`src/rtl/scr1_pipe_lsu_ot.sv`:
```
// scr1_pipe_lsu_ot: load/store unit with up to OT_DEPTH outstanding DMEM transactions.
// Requests issue combinationally; responses return to the EXU in order through a small
// queue of {cmd, addr[1:0]} records. A bus error with more entries in flight drains them.
// Optional feature macro: SCR1_LSU_DATA_ALIGN_EN (byte-lane extraction of load data).
module scr1_pipe_lsu_ot #(
  parameter int unsigned OT_DEPTH = 2
) (
  input  logic        clk,
  input  logic        rst_n,
  input  logic        exu2lsu_req_i,
  input  logic [3:0]  exu2lsu_cmd_i,
  input  logic [31:0] exu2lsu_addr_i,
  input  logic [31:0] exu2lsu_sdata_i,
  output logic        lsu2exu_req_ack_o,
  output logic        lsu2exu_rdy_o,
  output logic [31:0] lsu2exu_ldata_o,
  output logic        lsu2exu_exc_o,
  output logic [3:0]  lsu2exu_exc_code_o,
  output logic        lsu2exu_busy_o,
  output logic [34:0] lsu2tdu_dmon_o,
  input  logic        tdu2lsu_ibrkpt_exc_req_i,
  input  logic        tdu2lsu_dbrkpt_exc_req_i,
  output logic        lsu2dmem_req_o,
  output logic        lsu2dmem_cmd_o,
  output logic [1:0]  lsu2dmem_width_o,
  output logic [31:0] lsu2dmem_addr_o,
  output logic [31:0] lsu2dmem_wdata_o,
  input  logic        dmem2lsu_req_ack_i,
  input  logic [31:0] dmem2lsu_rdata_i,
  input  logic [1:0]  dmem2lsu_resp_i
);

  localparam int unsigned PTR_W = (OT_DEPTH > 1) ? $clog2(OT_DEPTH) : 1;
  localparam int unsigned CNT_W = $clog2(OT_DEPTH + 1);
  localparam logic [CNT_W-1:0] DEPTH_C = CNT_W'(OT_DEPTH);
  localparam logic [PTR_W-1:0] PTR_MAX = PTR_W'(OT_DEPTH - 1);

  localparam logic [3:0] CMD_LB  = 4'd1;
  localparam logic [3:0] CMD_LH  = 4'd2;
  localparam logic [3:0] CMD_LW  = 4'd3;
  localparam logic [3:0] CMD_LBU = 4'd4;
  localparam logic [3:0] CMD_LHU = 4'd5;
  localparam logic [3:0] CMD_SB  = 4'd6;
  localparam logic [3:0] CMD_SH  = 4'd7;
  localparam logic [3:0] CMD_SW  = 4'd8;

  localparam logic [3:0] EXC_BRKPT    = 4'd3;
  localparam logic [3:0] EXC_LD_MISAL = 4'd4;
  localparam logic [3:0] EXC_LD_FAULT = 4'd5;
  localparam logic [3:0] EXC_ST_MISAL = 4'd6;
  localparam logic [3:0] EXC_ST_FAULT = 4'd7;

  function automatic logic [PTR_W-1:0] ptr_inc(input logic [PTR_W-1:0] ptr);
    ptr_inc = (ptr == PTR_MAX) ? '0 : ptr + 1'b1;
  endfunction

  // State
  logic [CNT_W-1:0] count_q, count_d;
  logic [PTR_W-1:0] wr_ptr_q, wr_ptr_d;
  logic [PTR_W-1:0] rd_ptr_q, rd_ptr_d;
  logic             drain_q, drain_d;
  logic [3:0]       q_cmd [OT_DEPTH];
`ifdef SCR1_LSU_DATA_ALIGN_EN
  logic [1:0]       q_addr [OT_DEPTH];
`endif

  // Request decode
  logic       is_load, is_store, is_half, is_word;
  logic [1:0] req_width;
  logic       misalign, brkpt, imm_exc, imm_report;
  logic       q_empty, not_full, push, pop, resp_err;
  logic [3:0] head_cmd;
  logic [31:0] lane_data, ext_data;

  // Decode the incoming command into direction, access width and alignment class
  always_comb begin
    is_load   = 1'b0;
    is_store  = 1'b0;
    is_half   = 1'b0;
    is_word   = 1'b0;
    req_width = 2'b10;
    case (exu2lsu_cmd_i)
      CMD_LB, CMD_LBU: begin is_load  = 1'b1; req_width = 2'b00; end
      CMD_LH, CMD_LHU: begin is_load  = 1'b1; req_width = 2'b01; is_half = 1'b1; end
      CMD_LW:          begin is_load  = 1'b1; is_word = 1'b1; end
      CMD_SB:          begin is_store = 1'b1; req_width = 2'b00; end
      CMD_SH:          begin is_store = 1'b1; req_width = 2'b01; is_half = 1'b1; end
      CMD_SW:          begin is_store = 1'b1; is_word = 1'b1; end
      default:         ;
    endcase
  end

  assign misalign = (is_half & exu2lsu_addr_i[0]) | (is_word & (|exu2lsu_addr_i[1:0]));
  assign brkpt    = tdu2lsu_ibrkpt_exc_req_i | tdu2lsu_dbrkpt_exc_req_i;
  assign imm_exc  = exu2lsu_req_i & (misalign | brkpt);

  assign q_empty  = (count_q == '0);
  assign not_full = (count_q < DEPTH_C);
  // Immediate exceptions wait for an empty, non-draining queue to keep ordering precise
  assign imm_report = imm_exc & q_empty & ~drain_q;

  assign lsu2dmem_req_o   = exu2lsu_req_i & ~imm_exc & ~drain_q & not_full;
  assign lsu2dmem_cmd_o   = is_store;
  assign lsu2dmem_width_o = req_width;
  assign lsu2dmem_addr_o  = exu2lsu_addr_i;
  assign lsu2dmem_wdata_o = exu2lsu_sdata_i;

  assign push     = lsu2dmem_req_o & dmem2lsu_req_ack_i;
  assign pop      = (dmem2lsu_resp_i != 2'b00) & ~q_empty;
  assign resp_err = dmem2lsu_resp_i[1];

  assign lsu2exu_req_ack_o = push | imm_report;
  assign lsu2exu_rdy_o     = pop & ~drain_q;
  assign lsu2exu_busy_o    = ~q_empty | drain_q;

  assign lsu2tdu_dmon_o = {exu2lsu_req_i & not_full & ~drain_q & ~tdu2lsu_ibrkpt_exc_req_i,
                           is_load, is_store, exu2lsu_addr_i};

  assign head_cmd = q_cmd[rd_ptr_q];

  // Exception reporting: response error outranks immediate exceptions
  always_comb begin
    lsu2exu_exc_o      = 1'b0;
    lsu2exu_exc_code_o = 4'd0;
    if (lsu2exu_rdy_o & resp_err) begin
      lsu2exu_exc_o      = 1'b1;
      lsu2exu_exc_code_o = (head_cmd >= CMD_SB) ? EXC_ST_FAULT : EXC_LD_FAULT;
    end else if (imm_report) begin
      lsu2exu_exc_o = 1'b1;
      if (brkpt) begin
        lsu2exu_exc_code_o = EXC_BRKPT;
      end else if (is_load) begin
        lsu2exu_exc_code_o = EXC_LD_MISAL;
      end else begin
        lsu2exu_exc_code_o = EXC_ST_MISAL;
      end
    end
  end

`ifdef SCR1_LSU_DATA_ALIGN_EN
  assign lane_data = dmem2lsu_rdata_i >> {q_addr[rd_ptr_q], 3'b000};
`else
  assign lane_data = dmem2lsu_rdata_i;
`endif

  // Extend load data according to the head entry's command
  always_comb begin
    ext_data = dmem2lsu_rdata_i;
    case (head_cmd)
      CMD_LB:  ext_data = {{24{lane_data[7]}}, lane_data[7:0]};
      CMD_LBU: ext_data = {24'd0, lane_data[7:0]};
      CMD_LH:  ext_data = {{16{lane_data[15]}}, lane_data[15:0]};
      CMD_LHU: ext_data = {16'd0, lane_data[15:0]};
      default: ;
    endcase
    lsu2exu_ldata_o = lsu2exu_rdy_o ? ext_data : 32'd0;
  end

  // Next-state for count, pointers and drain flag
  always_comb begin
    count_d  = count_q;
    wr_ptr_d = push ? ptr_inc(wr_ptr_q) : wr_ptr_q;
    rd_ptr_d = pop  ? ptr_inc(rd_ptr_q) : rd_ptr_q;
    case ({push, pop})
      2'b10:   count_d = count_q + 1'b1;
      2'b01:   count_d = count_q - 1'b1;
      default: ;
    endcase
    drain_d = drain_q;
    if (pop & resp_err & ~drain_q & (count_q > CNT_W'(1))) begin
      drain_d = 1'b1;
    end
    if (pop & (count_d == '0)) begin
      drain_d = 1'b0;
    end
  end

  // Control state registers
  always_ff @(posedge clk or negedge rst_n) begin
    if (!rst_n) begin
      count_q  <= '0;
      wr_ptr_q <= '0;
      rd_ptr_q <= '0;
      drain_q  <= 1'b0;
    end else begin
      count_q  <= count_d;
      wr_ptr_q <= wr_ptr_d;
      rd_ptr_q <= rd_ptr_d;
      drain_q  <= drain_d;
    end
  end

  // Response queue storage, written on push
  always_ff @(posedge clk or negedge rst_n) begin
    if (!rst_n) begin
      for (int i = 0; i < OT_DEPTH; i++) begin
        q_cmd[i] <= 4'd0;
`ifdef SCR1_LSU_DATA_ALIGN_EN
        q_addr[i] <= 2'd0;
`endif
      end
    end else if (push) begin
      q_cmd[wr_ptr_q] <= exu2lsu_cmd_i;
`ifdef SCR1_LSU_DATA_ALIGN_EN
      q_addr[wr_ptr_q] <= exu2lsu_addr_i[1:0];
`endif
    end
  end

endmodule

```
`config.mk`:
```
export PLATFORM = sky130hd
export DESIGN_NAME = scr1_pipe_lsu_ot
export DESIGN_NICKNAME = d
export VERILOG_FILES = /design/src/rtl/scr1_pipe_lsu_ot.sv
export SDC_FILE = /design/constraint.sdc
export NUM_CORES = 1
export LEC_CHECK = 0
export CAP_MARGIN = 20
export CELL_PAD_IN_SITES_DETAIL_PLACEMENT = 2
export CELL_PAD_IN_SITES_GLOBAL_PLACEMENT = 2
export CORE_UTILIZATION = 12
export CTS_BUF_LIST = sky130_fd_sc_hd__clkbuf_2
export DETAILED_ROUTE_END_ITERATION = 7
export GPL_TIMING_DRIVEN = 0
export PLACE_DENSITY_LB_ADDON = 0.1
export SLEW_MARGIN = 20
export SYNTH_ARGS = -nofsm -noshare
export SYNTH_HDL_FRONTEND = slang
export SYNTH_SLANG_ARGS = --single-unit
```
`constraint.sdc`:
```
create_clock -name clk -period 3 [get_ports clk]
set_input_delay 0.75 -clock clk [delete_from_list [all_inputs] [get_ports clk]]
set_output_delay 0.75 -clock clk [all_outputs]
set_load 0.05 [all_outputs]
```
### Word-level counts from Yosys, hierarchy flattened

Index checks and enable logic that the tools add are counted.

| operators by class | value |
|---|---|
| $add $sub $neg | 4 |
| magnitude comparators | 6 |
| eq/ne operators | 14 |
| mux-type cells | 25 |
| bitwise operators | 30 |
| reduce and logical (&&, ||, !) cells | 11 |

Operator list:

| cell | count |
|---|---|
| one-hot mux 32 bit (4 select lines) | 1 |
| two-way mux 32 bit | 1 |
| equality test 4 x 3 -> 1 bit (second input constant) | 6 |
| bitwise AND 1 bit | 19 |
| two-way mux 4 bit | 4 |
| equality test 4 x 2 -> 1 bit (second input constant) | 3 |
| two-way mux 1 bit | 10 |
| two-way mux 3 bit | 3 |
| OR reduction 3 bit | 3 |
| bitwise mux 8 bit | 1 |
| equality test 4 x 1 -> 1 bit (second input constant) | 2 |
| one-hot mux 2 bit (2 select lines) | 2 |
| OR 1 bit | 5 |
| OR reduction 5 bit | 1 |
| demux 4 bit (select 1 bit) | 1 |
| equality test 4 bit (second input constant) | 1 |
| greater-or-equal comparator 2 bit (second input constant) | 2 |
| greater-or-equal comparator 4 x 3 -> 1 bit (second input constant) | 1 |
| logical NOT 2 bit | 2 |
| two-way mux 2 bit | 2 |
| NOT 1 bit | 4 |
| NOT 1 -> 2 bit | 2 |
| nonzero test 2 bit | 2 |
| OR reduction 2 bit | 2 |
| 9 further kinds | 10 |

| word-level totals | value |
|---|---|
| register bits after elaboration | 13 |
| bits of input ports | 108 |
| output and inout bits | 143 |
| word-level logic and storage cells | 96 |

### Logic depth before layout (Yosys ltp)

| depth | value |
|---|---|
| word-level depth | 17 |
| depth in mapped cells | 10 |
| gate-level depth less buffers | 9 |

### Least setup slack after synthesis

Ideal clock, no wire load.

| path | value |
|---|---|
| kind | input to output |
| start point | input port exu2lsu_cmd_i[1] |
| end point | output port lsu2exu_exc_code_o[1] |
| data arrival time | 2.725 ns |
| required time | 2.250 ns |
| path slack | -0.475 ns |
| cell stages on the path | 5 |
| path buffers | 1 |
| cells stage by stage | clkbuf_1 -> or4b_1 -> o32ai_2 -> o2111ai_1 -> o22ai_1 |

| on the way | value |
|---|---|
| word-level cells in the longest chain between the ends | 11 |
| elaborated cells on any way between the ends | 24 |
| classes of those cells | 7 x eq/ne; 7 x mux; 7 x bitwise; 3 x reduce/logical |

RTL lines:

| what | line | text |
|---|---|---|
| from (decl) | 11 | `input logic [3:0] exu2lsu_cmd_i,` |
| equality test 4 x 3 -> 1 bit (tied with other cells) | 82 | `case (exu2lsu_cmd_i)` |
| OR reduction 3 bit (no source line) or OR reduction 2 bit (tied branches) | - |  |
| two-way mux 1 bit | 82 |  |
| bitwise AND 1 bit | 93 | `assign misalign = (is_half & exu2lsu_addr_i[0]) \| (is_word & (\|exu2lsu_addr_i[1:0]));` |
| OR 1 bit | 93 |  |
| OR 1 bit | 95 | `assign imm_exc = exu2lsu_req_i & (misalign \| brkpt);` |
| bitwise AND 1 bit | 95 |  |
| bitwise AND 1 bit (2 in series) | 100 | `assign imm_report = imm_exc & q_empty & ~drain_q;` |
| two-way mux 3 bit (*) | 128 | `end else if (imm_report) begin` |
| two-way mux 3 bit (*) | 125 | `if (lsu2exu_rdy_o & resp_err) begin` |
| to (decl) | 18 | `output logic [3:0] lsu2exu_exc_code_o,` |

Every way passes the cells marked *; elsewhere a longest branch is shown, timed or not.

### Final worst setup path

| path | value |
|---|---|
| start point | input port exu2lsu_cmd_i[1] |
| end point | output port lsu2exu_exc_code_o[2] |

| on the way | value |
|---|---|
| word-level cells in the longest chain between the ends | 11 |
| elaborated cells on any way between the ends | 18 |
| classes of those cells | 5 x eq/ne; 4 x mux; 7 x bitwise; 2 x reduce/logical |

RTL lines:

| what | line |
|---|---|
| equality test 4 x 3 -> 1 bit (tied with other cells) | 82 |
| OR reduction 3 bit (no source line) or OR reduction 2 bit (tied branches) | - |
| two-way mux 1 bit | 82 |
| bitwise AND 1 bit | 93 |
| OR 1 bit (*) | 93 |
| OR 1 bit (*) | 95 |
| bitwise AND 1 bit (*) | 95 |
| bitwise AND 1 bit (*) (2 in series) | 100 |
| two-way mux 3 bit (*) | 128 |
| two-way mux 3 bit (*) | 125 |

Marks and branches as above.

==> flow_metrics.py <==
metrics = {
    "clock_network": {
        "clk_latency_ns": 0.27,
        "postCtsHoldBufs": 0,
        "cts_buffers": 3,
        "clock_sinks": 13,
        "clkTransAtPathRegs_ns": 0.13,
        "h-tree-depth": 1,
        "clockRootBuffer": "clkbuf_2",
        "cts_buffer_depth": 2,
        "cts_tree": "yes",
    },
    "power": {
        "switchingPower_mw": 2.16,
        "irDropWorstVdd_uv": 273,
        "power.total_mw": 3.95,
        "clkPwrFrac_pct": 2.3,
        "comb_power_share_pct": 88.2,
        "p_sw_share_pct": 54.6,
        "seq_power_share_pct": 9.4,
        "p_per_area_mw_per_mm2": 812,
        "p_int_mw": 1.79,
        "p_leak_nw": 2.31,
    },
    "sta": {
        "fin_skew_ns": 0.00766,
        "fin_crit_sh_pct": 100,
        "relSlewSlack_pct": 49.8,
        "tightest_slew_ns": 0.744,
        "hold_violations": 0,
        "fin_crit_ns": 3.01,
        "fmax_mhz": 332,
        "grt_setup_unrepaired": "true",
        "hold_ws_ns": 0.561,
        "setup_ws_ns": -0.0114,
        "drv_slew": 0,
        "setup_viol": 1,
    },
    "cells_and_area": {
        "fin_cells": 685,
        "fin_nets": 581,
        "drive_above_1_share_pct": 51.7,
        "filler_cell_count": 1816,
        "area_delta_synth_final_pct": 142,
    },
    "global_route": {
        "grt_overflow": 0,
        "grtUsageMet3_pct": 3.55,
        "busiest_layer": "met2",
        "grt_util_met1_pct": 9.05,
        "antenna_found_initial": 0,
        "grtUsageTotal_pct": 10.0,
        "grt_pass1_vias": 2605,
        "grt_pass1_wl_mm": 14.0,
        "use_met2_pct": 21.5,
        "grt_max_degree": 14,
    },
    "routing": {
        "drt_iter0_markers": 27,
        "wl_per_cell_um": 13.4,
        "firstDrtPassIters": 2,
        "drc_errors": 0,
        "drtAntennaViolNets": 0,
        "viasPerCell": 3.59,
        "via_count": 2459,
        "wl_mm": 9.18,
    },
    "placed_design": {
        "dp_cells": 641,
        "port_buffers": 184,
        "dp_hpwl_mm": 7.59,
        "place.gp.congestion": 0.738,
    },
    "outcome": {
        "violations": "negative setup slack",
        "outcome": "complete, but fails checks",
    },
    "floorplan": {
        "die_width_um": 131,
        "io-pin-count": 251,
        "floorplan.initialDensity_pct": 12.5,
        "fp-row-count": 46,
        "coreArea_mm2": 0.0161,
        "die_y_um": 131,
        "die_area_mm2": 0.0173,
    },
    "yosys": {
        "syn-mean-instance-area_um2": 8.34,
        "synth-seq-cells": 13,
        "synth_edf_count": 0,
        "ys_types": 45,
        "synth_area_mm2": 0.00201,
        "syn_inst": 241,
        "ys_seq_area_share_pct": 16.2,
        "yosysWarnings": 0,
        "synth_ff_type": "dfrtp_1",
        "synth-async-reset-ratio_pct": 100,
        "syn-num-nets": 353,
    },
    "run": {
        "cap_violations": 0,
    },
    "critical_path": {
        "worstPathArrival_ns": 2.26,
        "cp-end-kind": "primary output",
        "cp-start-kind": "input pin",
        "required_ns": 2.25,
        "crit_type": "in2out",
        "critPathMaxFanout": 7,
    },
    "worst_hold_path": {
        "hold_path_class": "reg2reg",
    },
}
-- critical path: stages --
cell and delay, ns:
clkbuf_16 0.13, or4b_4 0.53, o32ai_4 0.24, o2111ai_4 0.24, o21ai_4 0.19, buf_6 0.17
-- final timing paths --
| check | start | end | slack [ns] | depth (start not counted) |
|---|---|---|---|---|
| max in group asynchronous | rst_n | rd_ptr_q$_DFFE_PN0P_ | 1.71 | 1 |
| min in group asynchronous | rst_n | q_cmd[5]$_DFFE_PN0P_ | 0.86 | 1 |
| setup / recovery | exu2lsu_cmd_i[1] | lsu2exu_exc_code_o[2] | -0.01 | 6 |
| hold / removal | wr_ptr_q$_DFFE_PN0P_ | wr_ptr_q$_DFFE_PN0P_ | 0.56 | 1 |
| hold reg to reg | wr_ptr_q$_DFFE_PN0P_ | wr_ptr_q$_DFFE_PN0P_ | 0.56 | 1 |
| setup reg to reg | count_q[1]$_DFF_PN0_ | q_cmd[0]$_DFFE_PN0P_ | 0.11 | 12 |
-- what timing repair did --
| action | in CTS | in global routing |
|---|---|---|
| cloned | 1 | 0 |
| endpoints found under the setup margin | 49 | 40 |
| hold endpoints to repair | 0 | 0 |
| pin swaps | 10 | 9 |
| buffers inserted | 23 | 17 |
| gates resized for setup | 262 | 28 |
-- stage by stage --
stage | worst slack [ns] | util, % | setup TNS, ns | cell area [µm²]
global placement | -1.33 | 26.4 | -43.29 | 4260
finish | -0.0114 | 30.2 | -0.0114 | 4860
floorplan | -0.125 | - | -0.606 | 2150
CTS | -0.114 | 29.0 | -1.43 | 4670
global route | -0.124 | 30.1 | -1.58 | 4860
detailed placement | -1.35 | 26.4 | -43.42 | 4260
-- kinds of logic after synthesis --
logic type	synth area share [%]
compound gates	18.1
flops	16.2
mux	6.72
xor+xnor	2.18
simple gates	13.5
fa+ha+maj	2.49
other cells	0.187
buf+inv	40.6
-- placed cells by master (no fill, tap or decap), types with 9 or more instances in the layout --
cell / n
a21o_1: 9
a21o_4: 16
buf_4: 134
buf_6: 10
buf_8: 17
clkdlybuf4s50_1: 135
dfrtp_1: 12
dlygate4sd2_1: 14
nand2_1: 9
-- cell usage after synthesis, types with 2 or more instances --
master	instances	share of area, %
a21o_1	9	3.4
nand4b_1	2	0.87
or3b_4	2	1.1
mux2i_1	3	1.5
nand2_1	12	2.2
buf_6	2	1.1
o21ai_0	3	0.75
ha_1	4	2.5
nand3_1	2	0.50
buf_4	99	37
clkbuf_1	5	0.93
a21oi_1	4	1.0
dfrtp_1	13	16
nor2_1	7	1.3
nor3_1	5	1.2
xor2_1	2	0.87
and3_1	8	2.5
inv_1	6	1.1
or2_2	2	0.62
nand2b_1	2	0.62
mux2_2	8	4.5
a21o_2	16	7.0
xnor2_1	3	1.3
-- power by group through the flow --
stage	registers, mW	clock network [mW]	logic, mW
after floorplan	0.319	0	2.07
after global placement	0.347	0	2.90
after detailed placement	0.352	0	2.92
after CTS	0.347	0.105	3.35
after global routing	0.390	0.116	3.64
final	0.372	0.0920	3.48
-- final cells by class --
| type | instances | area (µm²) | share of cell area [%] |
|---|---|---|---|
| Tap cell | 216 | 270 | 5.56 |
| Sequential cell | 13 | 327 | 6.72 |
| Timing Repair Buffer | 225 | 2200 | 45.3 |
| Clock buffer | 4 | 20.0 | 0.412 |
| Antenna cell | 1 | 2.50 | 0.0515 |
| Inverter | 7 | 35.0 | 0.721 |
| Multi-Input combinational cell | 114 | 1160 | 24.0 |
| Buffer | 105 | 841 | 17.3 |
-- metal layers --
metal / vias up / wire length [µm]
met4: 0 / 34
met5: - / 0
li1: 1164 / -
met1: 1164 / 2880
met3: 2 / 872
met2: 129 / 5400
-- sequential cells by signal, summed over array words and instances, names as in the netlist --
name	flops
count_q	2
drain_q	1
q_cmd	8
rd_ptr_q	1
wr_ptr_q	1
No activity file was read; power rests on OpenSTA's default activity.
==> variant 1 (same settings) <==
Change the parameter `OT_DEPTH` from 2 to 4.
--- a/src/rtl/scr1_pipe_lsu_ot.sv
+++ b/src/rtl/scr1_pipe_lsu_ot.sv
@@ -3,7 +3,7 @@
 // queue of {cmd, addr[1:0]} records. A bus error with more entries in flight drains them.
 // Optional feature macro: SCR1_LSU_DATA_ALIGN_EN (byte-lane extraction of load data).
 module scr1_pipe_lsu_ot #(
-  parameter int unsigned OT_DEPTH = 2
+  parameter int unsigned OT_DEPTH = 4
 ) (
   input  logic        clk,
   input  logic        rst_n,
Behaviour: not the same (Yosys sat finds a counterexample within 4 cycles, from zero or initial values and one cycle with rst_n low).
==> variant 1 against the unedited design <==
  * The flow finishes with violations (design-rule violations, negative setup slack)
  * Area after synthesis grew 34%
  * Wire length increased by 35%
  * Design area rose by 20%
  * Count of clock-buffer cells in the layout is 1 lower
  * Total power grew 44%
  * First-iteration DRC count grew to 3.9 times the old value
  * Synthesized cell count grew 28%
  * Maximum frequency fell by 13%
  * Utilization decreased by 3.6 points
  * Largest cell class unchanged
  * Highest routed layer is now met5
  * Sequential cell count increased by 11
  * Worst setup slack worse by 0.46 ns
==> variant 1: results (changes against the unedited design) <==
[timing]
skew_ns = 0.00287  ; was 0.00766 ns
finalWorstSetupSlack_ns = -0.475  ; was -0.0114 ns
worst_slew_pin_slew_ns = 0.590  ; was 0.744 ns
final-setup-viol-count = 26  ; was 1
hold_slack_ns = 0.331  ; was 0.561 ns

[global_routing]
grt_pass1_vias = 3147  ; was 2605
grt.total_usage = 0.105  ; was 0.100
grt_max_degree = 25  ; was 14
grt_antenna_before_repair = 3  ; was 0
grt_pass1_wl_mm = 19.1  ; was 14.0 mm

[critical_path]
reg2reg_depth = 11  ; was 12
path_max_fanout = 8  ; was 7
r2r_setup_slack_ns = 0.42  ; was 0.11 ns
r2r-start = count_q[1]  ; unchanged
r2r_end = drain_q  ; was q_cmd[0]
slowest_delay_ns = 0.55  ; was 0.53 ns
cp.arrival_ns = 2.72  ; was 2.26 ns
path_delay_family = simple AND/OR/NAND/NOR gates  ; was compound AO/OA/AOI/OAI gates
crit_start = rd_ptr_q[0]  ; was exu2lsu_cmd_i[1]
worst_path_max_delay_cell = mux4_2  ; was or4b_4

[cells_and_area]
regMostFlops = q_cmd  ; unchanged
drive_above_1_share = 0.526  ; was 0.517
final_nets = 649  ; was 581
largestRegisters = q_cmd x16, count_q x3  ; was q_cmd x8, count_q x2
fin_cells = 809  ; was 685
n_antenna_cell = 0  ; was 1

[yosys]
synth_commonest_cells = 100 x buf_4, 27 x inv_1, 24 x dfrtp_1, 20 x mux2_2, 13 x o21ai_0  ; was 99 x buf_4, 16 x a21o_2, 13 x dfrtp_1, 12 x nand2_1, 9 x a21o_1
synth-seq-area-share = 0.222  ; was 0.162
synth.net_count = 427  ; was 353
synth_cell_types = 43  ; was 45
ys_warn_count = 0  ; unchanged
synthCells = 308  ; was 241
ys_top_cells_by_area = buf_4 28%, dfrtp_1 22%, mux2_2 8.3%  ; was buf_4 37%, dfrtp_1 16%, a21o_2 7.0%

[hold_path]
min_path_type = primary input to asynchronous set/reset pin  ; was register to register

[placement]
io_buffers = 184  ; unchanged
dp_hpwl_mm = 10.1  ; was 7.59 mm
placedCellCount = 772  ; was 641
place_area_sq_um = 5040  ; was 4260 sq um
place_congestion = 0.718  ; was 0.738

[power]
ir_drop_mv = 0.380  ; was 0.273 mV
p_leak_nw = 2.58  ; was 2.31 nW

[clock_network]
cts-buffers-inserted = 3  ; unchanged
clock_latency_ns = 0.36  ; was 0.27 ns
cts.clk_slew.worst_paths_ns = 0.25  ; was 0.13 ns
clockRootBuffer = clkbuf_2  ; unchanged
cts.htree.levels = 1  ; unchanged
cts_buffer_depth = 2  ; unchanged

[drt]
route.detailed.drc = 56  ; was 0
drt_first_pass_iters = 5  ; was 2
vias_per_cell = 3.60  ; was 3.59
drt_iter0_drc = 105  ; was 27
wirelength_mm = 12.4  ; was 9.18 mm

[run_status]
violations = design-rule violations, negative setup slack  ; was negative setup slack
status = finished with violations  ; unchanged

[floorplan]
rows = 54  ; was 46

-- variant 1: cell count changes in the layout (fill, tap and decap cells not counted), sizes merged, moves of 8 or more --
| cell | unedited run | this run |
|---|---|---|
| a21o | 25 | 0 |
| inv | 5 | 27 |
| o21ai | 4 | 14 |
| buf | 170 | 181 |
| and3 | 8 | 0 |
| mux2 | 9 | 20 |
| a211oi | 2 | 16 |
| dfrtp | 13 | 24 |
| dlygate4sd2 | 14 | 5 |
| a21oi | 4 | 12 |
-- variant 1: worst max path at each step --
| stage | end | slack [ns] |
|---|---|---|
| floorplan | lsu2exu_ldata_o[21] | -0.25 |
| global placement | lsu2exu_ldata_o[25] | -1.38 |
| detailed placement | lsu2exu_ldata_o[25] | -1.40 |
| CTS | lsu2exu_ldata_o[15] | -0.53 |
| global route | lsu2exu_ldata_o[15] | -0.62 |
| finish | lsu2exu_ldata_o[15] | -0.47 |
-- variant 1: metrics by stage --
step                      total power, mW  worst slack [ns]  TNS, ns
after CTS                            5.62            -0.532   -11.46
after global routing                 5.99            -0.623   -14.41
after floorplan                      3.10            -0.251    -4.45
after global placement               4.17             -1.38   -45.55
after detailed placement             4.21             -1.40   -46.52
final                                5.68            -0.475   -10.70
-- variant 1: power by group --
group	leakage, nW	switching, mW	internal [mW]
Sequential	0.315	0.103	0.442
Combinational	2.26	2.71	2.28
Clock	0.0140	0.111	0.0289
Total	2.58	2.93	2.75
-- variant 1: kinds of logic after synthesis --
kind of cell	count (synthesis)	synth area share
other	1	0.00139
AOI/OAI and AO/OA	54	0.143
adders and majority gates	11	0.0509
and+or+nand+nor	51	0.108
xor gates and xnor gates	2	0.00648
buffers and inverters	140	0.348
muxes	25	0.120
DFF	24	0.222
-- variant 1: cell type report --
cell class                      count  area (sq um)
Clock buffer                        3          15.0
Fill cell                        2416         16100
Inverter                           27           109
Buffer                            110           892
Clock inverter                      1          3.75
Tap cell                          280           350
Sequential cell                    24           601
Timing Repair Buffer              220          2310
Multi-Input combinational cell    144          1560
-- variant 1: routing by layer --
layer	GRT usage	vias to the layer above	wire length, um	part of all wire
li1	-	1360	-	-
met1	0.116	1407	4560	0.37
met2	0.197	131	6510	0.52
met3	0.0376	10	1280	0.10
met4	0.0117	6	42	0.0034
met5	0	-	48	0.0039
-- variant 1: worst reg2reg max path, cell delays in order, from the launching register on --
cell	delay (ns)
dfrtp_1	0.44
inv_2	0.06
ha_4	0.15
nor2b_4	0.12
buf_4	0.14
nor2_1	0.34
inv_1	0.13
ha_1	0.27
a22o_1	0.22
a21oi_1	0.14
a41oi_1	0.07
o41a_1	0.43
-- variant 1: what timing repair did --
item / 4_1_cts / 5_1_grt
buffers inserted: 26 / 8
resized for setup: 362 / 20
endpoints found under the hold margin: 0 / 0
setup endpoints to repair: 46 / 40
pin swaps: 30 / 9
cloned: 3 / 0
==> variant 2 (same flow settings) <==
Without the edit above. Make the reset (`rst_n`) synchronous in 2 clocked blocks.
--- a/src/rtl/scr1_pipe_lsu_ot.sv
+++ b/src/rtl/scr1_pipe_lsu_ot.sv
@@ -176,7 +176,7 @@
   end
 
   // Control state registers
-  always_ff @(posedge clk or negedge rst_n) begin
+  always_ff @(posedge clk) begin
     if (!rst_n) begin
       count_q  <= '0;
       wr_ptr_q <= '0;
@@ -191,7 +191,7 @@
   end
 
   // Response queue storage, written on push
-  always_ff @(posedge clk or negedge rst_n) begin
+  always_ff @(posedge clk) begin
     if (!rst_n) begin
       for (int i = 0; i < OT_DEPTH; i++) begin
         q_cmd[i] <= 4'd0;
Function: differs if rst_n is asserted again (counterexample within 4 cycles, from zero or initial values and one cycle with rst_n low); with rst_n held inactive, the same outputs for 10 cycles.
==> variant 2 against the unedited design <==
  * Design area is 7.2% lower
  * Area after synthesis is 2.4% higher
  * Worst setup slack better by 0.099 ns
  * Critical path depth is 3 higher
  * Wire length is 5.7% higher
  * Sequential cell count is 1 higher
Power is left out: it rests on default switching activity, and per cell area and clock period it moved more than threefold.
==> variant 2: results (changes against the unedited design) <==
[run_status]
status = finished, final reports clean  ; was finished with violations

[global_routing]
grt_pass1_wl_mm = 14.7  ; was 14.0 mm
grt_use_met1 = 0.116  ; was 0.0905
use_met3 = 0.0241  ; was 0.0355
grt_max_degree = 11  ; was 14
grt.total_usage = 0.103  ; was 0.100
grt_pass1_vias = 2603  ; was 2605

[timing]
final-setup-viol-count = 0  ; was 1
skew_ns = 0.0123  ; was 0.00766 ns
hold_slack_ns = 0.575  ; was 0.561 ns

[cells_and_area]
multiInputGateArea_sq_um = 972  ; was 1160 sq um
seqCellArea_sq_um = 364  ; was 327 sq um
final_nets = 595  ; was 581
n_fill_cell = 1891  ; was 1816
clk_share = 0.00444  ; was 0.00412
final_area_sq_um = 4510  ; was 4860 sq um
area_share_nonclk_buffers = 0.632  ; was 0.626
drive_above_1_share = 0.423  ; was 0.517

[placement]
placedCellCount = 674  ; was 641
dp_hpwl_mm = 8.45  ; was 7.59 mm
place_congestion = 0.727  ; was 0.738
io_buffers = 185  ; was 184
pre_cts_slack_ns = -1.13  ; was -1.35 ns

[yosys]
synth_commonest_cells = 99 x buf_4, 24 x nand2_1, 16 x o21a_1, 15 x a21oi_1, 12 x nor3_1  ; was 99 x buf_4, 16 x a21o_2, 13 x dfrtp_1, 12 x nand2_1, 9 x a21o_1
async_flop_share = 0  ; was 1.00
synthFlopType = edfxtp_1  ; was dfrtp_1
synth_edf_count = 8  ; was 0
synth-seq-area-share = 0.175  ; was 0.162
ys_top_cells_by_area = buf_4 36%, edfxtp_1 12%, dfxtp_1 5.8%  ; was buf_4 37%, dfrtp_1 16%, a21o_2 7.0%
synth.net_count = 381  ; was 353
syn_area_per_cell_sq_um = 7.65  ; was 8.34 sq um

[critical_path]
r2r_end = q_cmd[1][1]  ; was q_cmd[0]
cp.arrival_ns = 2.16  ; was 2.26 ns
slowest_delay_ns = 0.35  ; was 0.53 ns
r2r_setup_slack_ns = 0.75  ; was 0.11 ns
reg2reg_depth = 9  ; was 12
crit_end = lsu2exu_ldata_o[20]  ; was lsu2exu_exc_code_o[2]

[drt]
drt_iter0_drc = 41  ; was 27
avgRoutedWirePerCell_um = 13.8  ; was 13.4 um
via_count = 2532  ; was 2459

[clock_network]
cts.clk_slew.worst_paths_ns = 0.16  ; was 0.13 ns

[hold_path]
hold_depth = 2  ; was 1
whs_endpoint = wr_ptr_q  ; unchanged
min_from = wr_ptr_q  ; unchanged

==> variant 2: cells by family after synthesis <==
group | share of synthesized area
muxes | 0.00973
adders and majority gates | 0.0243
and+or+nand+nor | 0.210
buffers and inverters | 0.400
xor gates and xnor gates | 0.0170
other | 0.00182
DFF | 0.175
AOI/OAI and AO/OA | 0.162
==> variant 2: routing by layer <==
metal | up-vias | wire length [um]
met5 | - | 0
met4 | 0 | 23
met3 | 2 | 757
met2 | 121 | 5250
met1 | 1186 | 3670
li1 | 1223 | -
==> variant 2: timing repair <==
item                       in CTS  in global routing
cloned                          1                  0
setup endpoints to repair      46                 38
resized for setup             234                 19
pin swaps                       7                  8
buffers inserted               16                  9
==> variant 2: worst max-delay path: cells and delay by family <==
family | cells | cell delay, ns
buffers and inverters | 5 | 0.68
AO/OA/AOI/OAI | 2 | 0.34
AND/OR/NAND/NOR | 2 | 0.39
